<file path="src/rtl/usb_rx_pkg.sv">
// +-----------------------------------------------------------------------+
// | usb_rx_pkg : shared receive-path constants and FSM state encoding      |
// | Rev 1.0                                                                |
// +-----------------------------------------------------------------------+
`default_nettype none

package usb_rx_pkg;

    localparam int STUFF_RUN_DEF = 6;
    localparam int MAX_PKT_BITS  = 88;

    typedef logic [1:0] rx_state_t;

    localparam logic [1:0] ST_IDLE = 2'd0;
    localparam logic [1:0] ST_RECV = 2'd1;
    localparam logic [1:0] ST_ERR  = 2'd2;

endpackage

`default_nettype wire

</file>
<file path="src/rtl/nrzi_dec.sv">
// +-----------------------------------------------------------------------+
// | nrzi_dec : NRZI line-level decoder with load-to-0 of the prior level   |
// | Rev 1.0                                                                |
// +-----------------------------------------------------------------------+
`default_nettype none

module nrzi_dec (
    input  logic clk,
    input  logic rst_b,
    input  logic i_level,
    input  logic i_en,
    input  logic i_load0,
    output logic o_bit
);

    logic r_prev;
    logic w_ref;

    // On packet entry the reference is the trailing SYNC K, i.e. level 0.
    assign w_ref = i_load0 ? 1'b0 : r_prev;
    assign o_bit = ~(i_level ^ w_ref);

    always_ff @(posedge clk or negedge rst_b) begin
        if (!rst_b) begin
            r_prev <= 1'b0;
        end else if (i_en) begin
            r_prev <= i_level;
        end else if (i_load0) begin
            r_prev <= 1'b0;
        end
    end

endmodule

`default_nettype wire

</file>
<file path="src/rtl/nrzi_unstuff.sv">
// +-----------------------------------------------------------------------+
// | nrzi_unstuff : NRZI decode and bit-unstuffing of received USB packets  |
// | Optional stuff-violation error path: define UNSTUFF_ERR_EN. Rev 1.0    |
// +-----------------------------------------------------------------------+
`default_nettype none

module nrzi_unstuff
    import usb_rx_pkg::*;
#(
    parameter int STUFF_RUN = STUFF_RUN_DEF,
    parameter int CNT_W     = 7
) (
    input  logic             clk,
    input  logic             rst_b,
    input  logic             bstr,
    input  logic             bstr_ready,
    input  logic             done,
    output logic             dout,
    output logic             dout_valid,
    output logic             eop,
    output logic             err,
    output logic [CNT_W-1:0] bit_cnt
);

    localparam int               ONES_W    = $clog2(STUFF_RUN + 1);
    localparam logic [ONES_W-1:0] C_RUN     = ONES_W'(STUFF_RUN);
    localparam logic [CNT_W-1:0]  C_CNT_MAX = '1;

    rx_state_t         r_state;
    logic              r_armed;
    logic [ONES_W-1:0] r_ones;
    logic              r_dout;
    logic              r_dout_valid;
    logic              r_eop;
    logic [CNT_W-1:0]  r_bit_cnt;

    logic              w_start;
    logic              w_accept;
    logic              w_dec;
    logic              w_at_run;
    logic              w_emit;
    logic [ONES_W-1:0] w_ones;
    logic [ONES_W-1:0] w_ones_nxt;
    logic [CNT_W-1:0]  w_cnt;

    // A packet is only accepted once the line has been seen idle since reset.
    assign w_start  = (r_state == ST_IDLE) && bstr_ready && r_armed;
    assign w_accept = w_start || ((r_state == ST_RECV) && bstr_ready && !done);

    nrzi_dec u_nrzi_dec (
        .clk     (clk),
        .rst_b   (rst_b),
        .i_level (bstr),
        .i_en    (w_accept),
        .i_load0 (w_start),
        .o_bit   (w_dec)
    );

    assign w_ones   = w_start ? '0 : r_ones;
    assign w_cnt    = w_start ? '0 : r_bit_cnt;
    assign w_at_run = (w_ones == C_RUN);

`ifdef UNSTUFF_ERR_EN
    assign w_emit = w_accept && !w_at_run;
`else
    assign w_emit = w_accept && !(w_at_run && !w_dec);
`endif

    // After a full run the count sticks at STUFF_RUN on further 1s.
    assign w_ones_nxt = !w_dec  ? '0 :
                        w_at_run ? w_ones : (w_ones + ONES_W'(1));

    always_ff @(posedge clk or negedge rst_b) begin
        if (!rst_b) begin
            r_state      <= ST_IDLE;
            r_armed      <= 1'b0;
            r_ones       <= '0;
            r_dout       <= 1'b0;
            r_dout_valid <= 1'b0;
            r_eop        <= 1'b0;
            r_bit_cnt    <= '0;
        end else begin
            r_dout_valid <= w_emit;
            r_eop        <= 1'b0;
            if (!bstr_ready) begin
                r_armed <= 1'b1;
            end
            if (w_start) begin
                r_state <= ST_RECV;
            end else if ((r_state != ST_IDLE) && done) begin
                r_state <= ST_IDLE;
                r_eop   <= 1'b1;
            end
`ifdef UNSTUFF_ERR_EN
            if (w_accept && w_dec && w_at_run) begin
                r_state <= ST_ERR;
            end
`endif
            if (w_accept) begin
                r_ones    <= w_ones_nxt;
                r_bit_cnt <= (w_emit && (w_cnt != C_CNT_MAX)) ? (w_cnt + CNT_W'(1)) : w_cnt;
            end
            if (w_emit) begin
                r_dout <= w_dec;
            end
        end
    end

`ifdef UNSTUFF_ERR_EN
    logic r_err;

    always_ff @(posedge clk or negedge rst_b) begin
        if (!rst_b) begin
            r_err <= 1'b0;
        end else if (w_accept && w_dec && w_at_run) begin
            r_err <= 1'b1;
        end else if (w_start) begin
            r_err <= 1'b0;
        end
    end

    assign err = r_err;
`else
    assign err = 1'b0;
`endif

    assign dout       = r_dout;
    assign dout_valid = r_dout_valid;
    assign eop        = r_eop;
    assign bit_cnt    = r_bit_cnt;

endmodule

`default_nettype wire
</file>
<file path="config.mk">
export PLATFORM = sky130hd
export DESIGN_NAME = nrzi_unstuff
export DESIGN_NICKNAME = d
export VERILOG_FILES = /design/src/rtl/usb_rx_pkg.sv /design/src/rtl/nrzi_dec.sv /design/src/rtl/nrzi_unstuff.sv
export SDC_FILE = /design/constraint.sdc
export NUM_CORES = 1
export LEC_CHECK = 0
export ABC_CLOCK_PERIOD_IN_PS = 3550
export CORE_ASPECT_RATIO = 0.9
export CORE_MARGIN = 4
export CORE_UTILIZATION = 50
export DETAILED_ROUTE_END_ITERATION = 12
export PLACE_DENSITY = 0.78
export SLEW_MARGIN = 15
export SYNTH_ARGS = -nofsm -noshare
export SYNTH_HDL_FRONTEND = slang
export SYNTH_SLANG_ARGS = --single-unit
</file>
<file path="constraint.sdc">
create_clock -name clk -period 3.55 [get_ports clk]
set_clock_uncertainty 0.2 [all_clocks]
set_input_delay 0.355 -clock clk [delete_from_list [all_inputs] [get_ports clk]]
set_output_delay 0.355 -clock clk [all_outputs]
set_load 0.05 [all_outputs]
</file>
# [After elaboration in Yosys (flattened, before gate mapping)]
# Index checks and enable logic that the tools add are counted.
[op_classes] n_eq_ne=3 reduce_logical=14 muxes=11 n_bitwise=2 add_sub_neg=2
[op_table] operator="two-way mux 7 bit" n=2
[op_table] operator="two-way mux 3 bit" n=3
[op_table] operator="logical AND 1 bit" n=8
[op_table] operator="adder 7 x 1 -> 7 bit, second input constant" n=1
[op_table] operator="!= test 7 bit, second input constant" n=1
[op_table] operator="two-way mux 1 bit" n=4
[op_table] operator="two-way mux 2 bit" n=2
[op_table] operator="nonzero test 2 bit" n=2
[op_table] operator="adder 3 x 1 -> 3 bit, second input constant" n=1
[op_table] operator="== test 3 bit, second input constant" n=1
[op_table] operator="== test 2 x 1 -> 1 bit, second input constant" n=1
[op_table] operator="zero test 1 bit" n=2
[op_table] operator="zero test 2 bit" n=1
[op_table] operator="logical OR 1 bit" n=1
[op_table] operator="NOT 1 bit" n=1
[op_table] operator="bitwise XOR 1 bit" n=1
[totals] register_bits=17 out_inout_bits=11 in_bits=5

# [Logic depth before layout (Yosys ltp)]
[depth] ltp_word=10 ltp_mapped=8 mapped_depth_nobuf=8

# [Modules after synthesis]
# A second synthesis with hierarchy kept.
[hier_totals] cells_unflattened=86 area_unflattened_um2=893.4
[modules_own_cells] mod="nrzi_unstuff" area_per_inst_um2=825.8 n_inst=1 cells_per_inst=81
[modules_own_cells] mod="nrzi_dec" area_per_inst_um2=67.6 n_inst=1 cells_per_inst=5

# [Worst setup path after synthesis]
# No wires, ideal clock.
[synth_timing] path_kind="register to register" startpoint="reg r_armed" endpoint="reg r_bit_cnt[1], in the netlist bit_cnt[1]" required_ps=3225 path_stages_with_launch=9 arrival_ps=2077 slack_ps=1148 setup_time_ps=125 n_path_buf=1 cell_sequence="dfrtp_1 nand3b_1 clkbuf_1 and2_1 ha_1 nand3_1 or3_4 and3_4 mux2_4"
[synth_via] elab_chain_len=8 elab_cells_between_ends=14
[synth_lines] element="start: declaration" line_no="nrzi_unstuff.sv:30" source="logic r_armed;"
[synth_lines] element="start signal: assignment" line_no="nrzi_unstuff.sv:76" source="r_armed <= 1'b0;"
[synth_lines] element="start signal: assignment" line_no="nrzi_unstuff.sv:86" source="r_armed <= 1'b1;"
[synth_lines] element="logical AND 1 bit *" line_no="nrzi_unstuff.sv:47" source="assign w_start = (r_state == ST_IDLE) && bstr_ready && r_armed;"
[synth_lines] element="branches (longest 7 deep; another with adder 7 x 1 -> 7 bit)"
[synth_lines] element="end signal: assignment" line_no="nrzi_unstuff.sv:101" source="r_bit_cnt <= (w_emit && (w_cnt != C_CNT_MAX)) ? (w_cnt + CNT_W'(1)) : w_cnt;"
[synth_lines] element="end: declaration" line_no="nrzi_unstuff.sv:35" source="logic [CNT_W-1:0] r_bit_cnt;"
# Every way passes the cells marked *.
# A chain may end at the register's enable or synchronous reset.

# [Final worst setup path]
[layout_timing] startpoint="in bstr_ready" endpoint="reg r_bit_cnt[1], in the netlist bit_cnt[1]"
[layout_via] elab_chain_len=9 elab_cells_between_ends=17
[layout_lines] element="start: declaration" line_no="nrzi_unstuff.sv:16" source="input logic bstr_ready,"
[layout_lines] element="branches (longest 9 deep; another with adder 7 x 1 -> 7 bit)"
# Parallel ways; which one is timed is not known.

==> out/summary.txt <==
IR drop worst, VDD -> 0.379 mV
I/O pin count -> 16
cell accounting for the most synthesized area -> dfrtp_1
Main synth FF type -> dfrtp_1
post-route non-filler standard cell count -> 128
final worst path period share -> 72.2%
number of synthesized flops with an enable pin -> 0
Longest Clk Path Bufs -> 2
startpoint types -> input pin
main combinational cell family by area after synthesis -> simple AND/OR/NAND/NOR gates
wire length of the first global-routing pass -> 3120 um
CTS tree -> yes
clock buffer count from CTS -> 3
number of flip-flops and latches in the synthesized netlist -> 16
Critical Setup Path Class -> input pin to flop
Detail Route Antenna Nets -> 0
proportion of synthesized chip area in sequential cells -> 45.4%
hold violation total from the final report -> 0
synthesized area per cell -> 10.1 sq um
mean number of vias per cell -> 5.80
FILL cells -> 149
antenna violations before repair -> 0
count of cell types in the netlist -> 39
via count of the routed design -> 742
maximum number of pins on one net before global-route repair -> 17
number of DRC violations after detailed routing -> 0
largest driver fanout on the critical path -> 12
average wire per cell in the routed design -> 14.5 um
Leak -> 0.470 nW
pin slew with the least headroom to its limit -> 685 ps
layout cells sized above 1 -> 14.4%
width of the die -> 52.3 um
residual overflow from global routing -> 0
number of endpoints failing setup at the final stage -> 0
first drt pass iteration count -> 4
cell count after placement -> 124
net total in the final layout -> 113
area of the placeable core -> 0.00166 sq mm
mux cell area share after synthesis -> 2.84%
number of DRC markers after the initial detailed-route iteration -> 22
last weighted congestion value of the routability-driven placer -> 0.788
cts-stage hold buffer count -> 0
shortest period the worst path allows -> 2560 ps
total number of yosys warnings -> 0
number of buffers inserted to repair setup after CTS -> 0
fraction of registers with async set/reset -> 100%
Synth area leaders -> dfrtp_1, ha_1, nand2_1
H-tree levels -> 1
Initial Util -> 53.0%
TritonCTS Sinks -> 16
count of cells resized by post-cts repair -> 0
class of the worst hold path -> input pin to asynchronous set/reset pin
cell at the slowest stage of the critical path -> clkdlybuf4s50_1
clock latency on the worst-skew pair -> 290 ps
via count of the first global-routing pass -> 666
Post-Synthesis Cell Area -> 882 sq um
simple logic cell fraction of the synthesized area -> 27.7%
data required time at the worst endpoint -> 3530 ps
vertical extent of the die -> 47.8 um
Post-Route WL -> 1850 um
critical path data arrival time -> 2550 ps
Clk Tree Root Cell -> clkbuf_4
accumulated negative setup slack -> 0 ps
total power of the final layout -> 0.598 mW
critical path startpoint -> bstr_ready
Global Route Usage Sum -> 17.3%
Cell Chain, Critical Path -> clkdlybuf4s50_1, buf_4, and3b_4, nor2_1, inv_1, ha_1, and2_2, nand3_1, and3_4, mux2_4
Critical R2R Launch -> r_state[0]$_DFFE_PN0P_
ANT cells -> 0
portion of synthesized cell area occupied by the leading cell type -> 45.4%
FMAX -> 390 MHz
Max-Slew Margin vs Limit -> 54.2%
die footprint -> 0.00250 sq mm
commonest non-fill, non-tap cell in the layout -> dfrtp_1
CTS clock-pin slew for the worst setup and hold paths -> 90 ps
max-cap viol count -> 0
Port Buffer Count -> 14
area delta synth->final -> 23.4%
P per Cell Area -> 549 mW/mm^2
number of rows created at floorplan -> 14
status -> completed
unrepaired setup endpoints after global routing -> no
post-synthesis xor/xnor area fraction -> 1.99%
complex-gate fraction of the synthesized area -> 14.9%
Adder-Cell Fraction of Synth Area -> 4.26%
critical path's largest stage delay -> 420 ps
cells after synthesis -> 87
total half-perimeter wirelength after legalization and detailed placement -> 1340 um
Max Transition Viols Final -> 0
crit path capture type -> flop
Post-Synthesis Net Count -> 95
commonest cells after routing, fill and taps aside -> dfrtp_1, clkdlybuf4s50_1, nand2_1
==> final timing paths <==
kind,to,slack [ps],cells past startpoint
setup / recovery,bit_cnt[1]$_DFFE_PN0P_,990,10
hold / removal,bit_cnt[5]$_DFFE_PN0P_,270,1
setup reg to reg,bit_cnt[1]$_DFFE_PN0P_,1050,7
hold reg to reg,r_ones[1]$_DFFE_PN0P_,300,1
max in group asynchronous,u_nrzi_dec.r_prev$_DFF_PN0_,2450,1
min in group clk,r_ones[1]$_DFFE_PN0P_,300,1
==> where the power goes <==
group	leakage [nW]	switching [mW]	internal (mW)	total [mW]
combinational	0.245	0.146	0.0928	0.239
clock	0.0210	0.0587	0.0625	0.121
sequential	0.205	0.0234	0.214	0.237
total	0.470	0.229	0.369	0.598
==> metrics by stage <==
stage	cell area, sq um	utilization [%]	hold slack, ps	setup slack [ps]
after detailed placement	1050	63.2	275	717
after global routing	1090	65.4	308	879
after CTS	1090	65.4	301	1010
after floorplan	882	-	-141	1150
after global placement	1050	63.2	273	770
final	1090	65.4	272	987
==> final cells by class <==
type	count	area (sq um)	area share (%)
Multi-Input combinational cell	66	459	42.2
Sequential cell	16	400	36.8
Timing Repair Buffer	16	155	14.3
Clock buffer	4	36.3	3.33
Tap cell	24	30.0	2.76
Inverter	2	7.51	0.690
==> worst max-delay path: cells and delay by family <==
kind          cells  cell delay [ps]
mux               1              290
simple gates      5             1030
buf+inv           3              660
fa+ha+maj         1              200
==> logic make-up after synthesis <==
kind of cell / Yosys count
simple gates: 40
compound gates: 18
flops: 16
buf+inv: 5
fa+ha+maj: 3
xor+xnor: 2
mux: 2
other cells: 1
==> cells in the mapped netlist (all sizes together) (2+ instances only) <==
library cell	instances
dfrtp	16
nand2	8
and2	5
nand3	5
a31oi	3
and3	3
ha	3
nand2b	3
nor2	3
o21ai	3
a21oi	2
a41oi	2
clkbuf	2
inv	2
nand4b	2
nor3	2
nor4	2
or3	2
xor2	2
==> sequential cells by signal, summed over array words and instances, names as in the netlist <==
name,count
dout,1
u_nrzi_dec.r_prev,1
eop,1
bit_cnt,7
r_ones,3
dout_valid,1
r_armed,1
r_state,1
==> layer usage <==
layer	part of all wire (%)	vias up	global-route usage, %	wire (um)
li1	-	357	-	-
met5	0	-	0	0
met4	1.9	0	9.18	35
met1	48	365	23.9	890
met2	45	16	26.1	829
met3	5.1	4	3.12	95
Note: power is estimated with default switching activity, not from simulation.
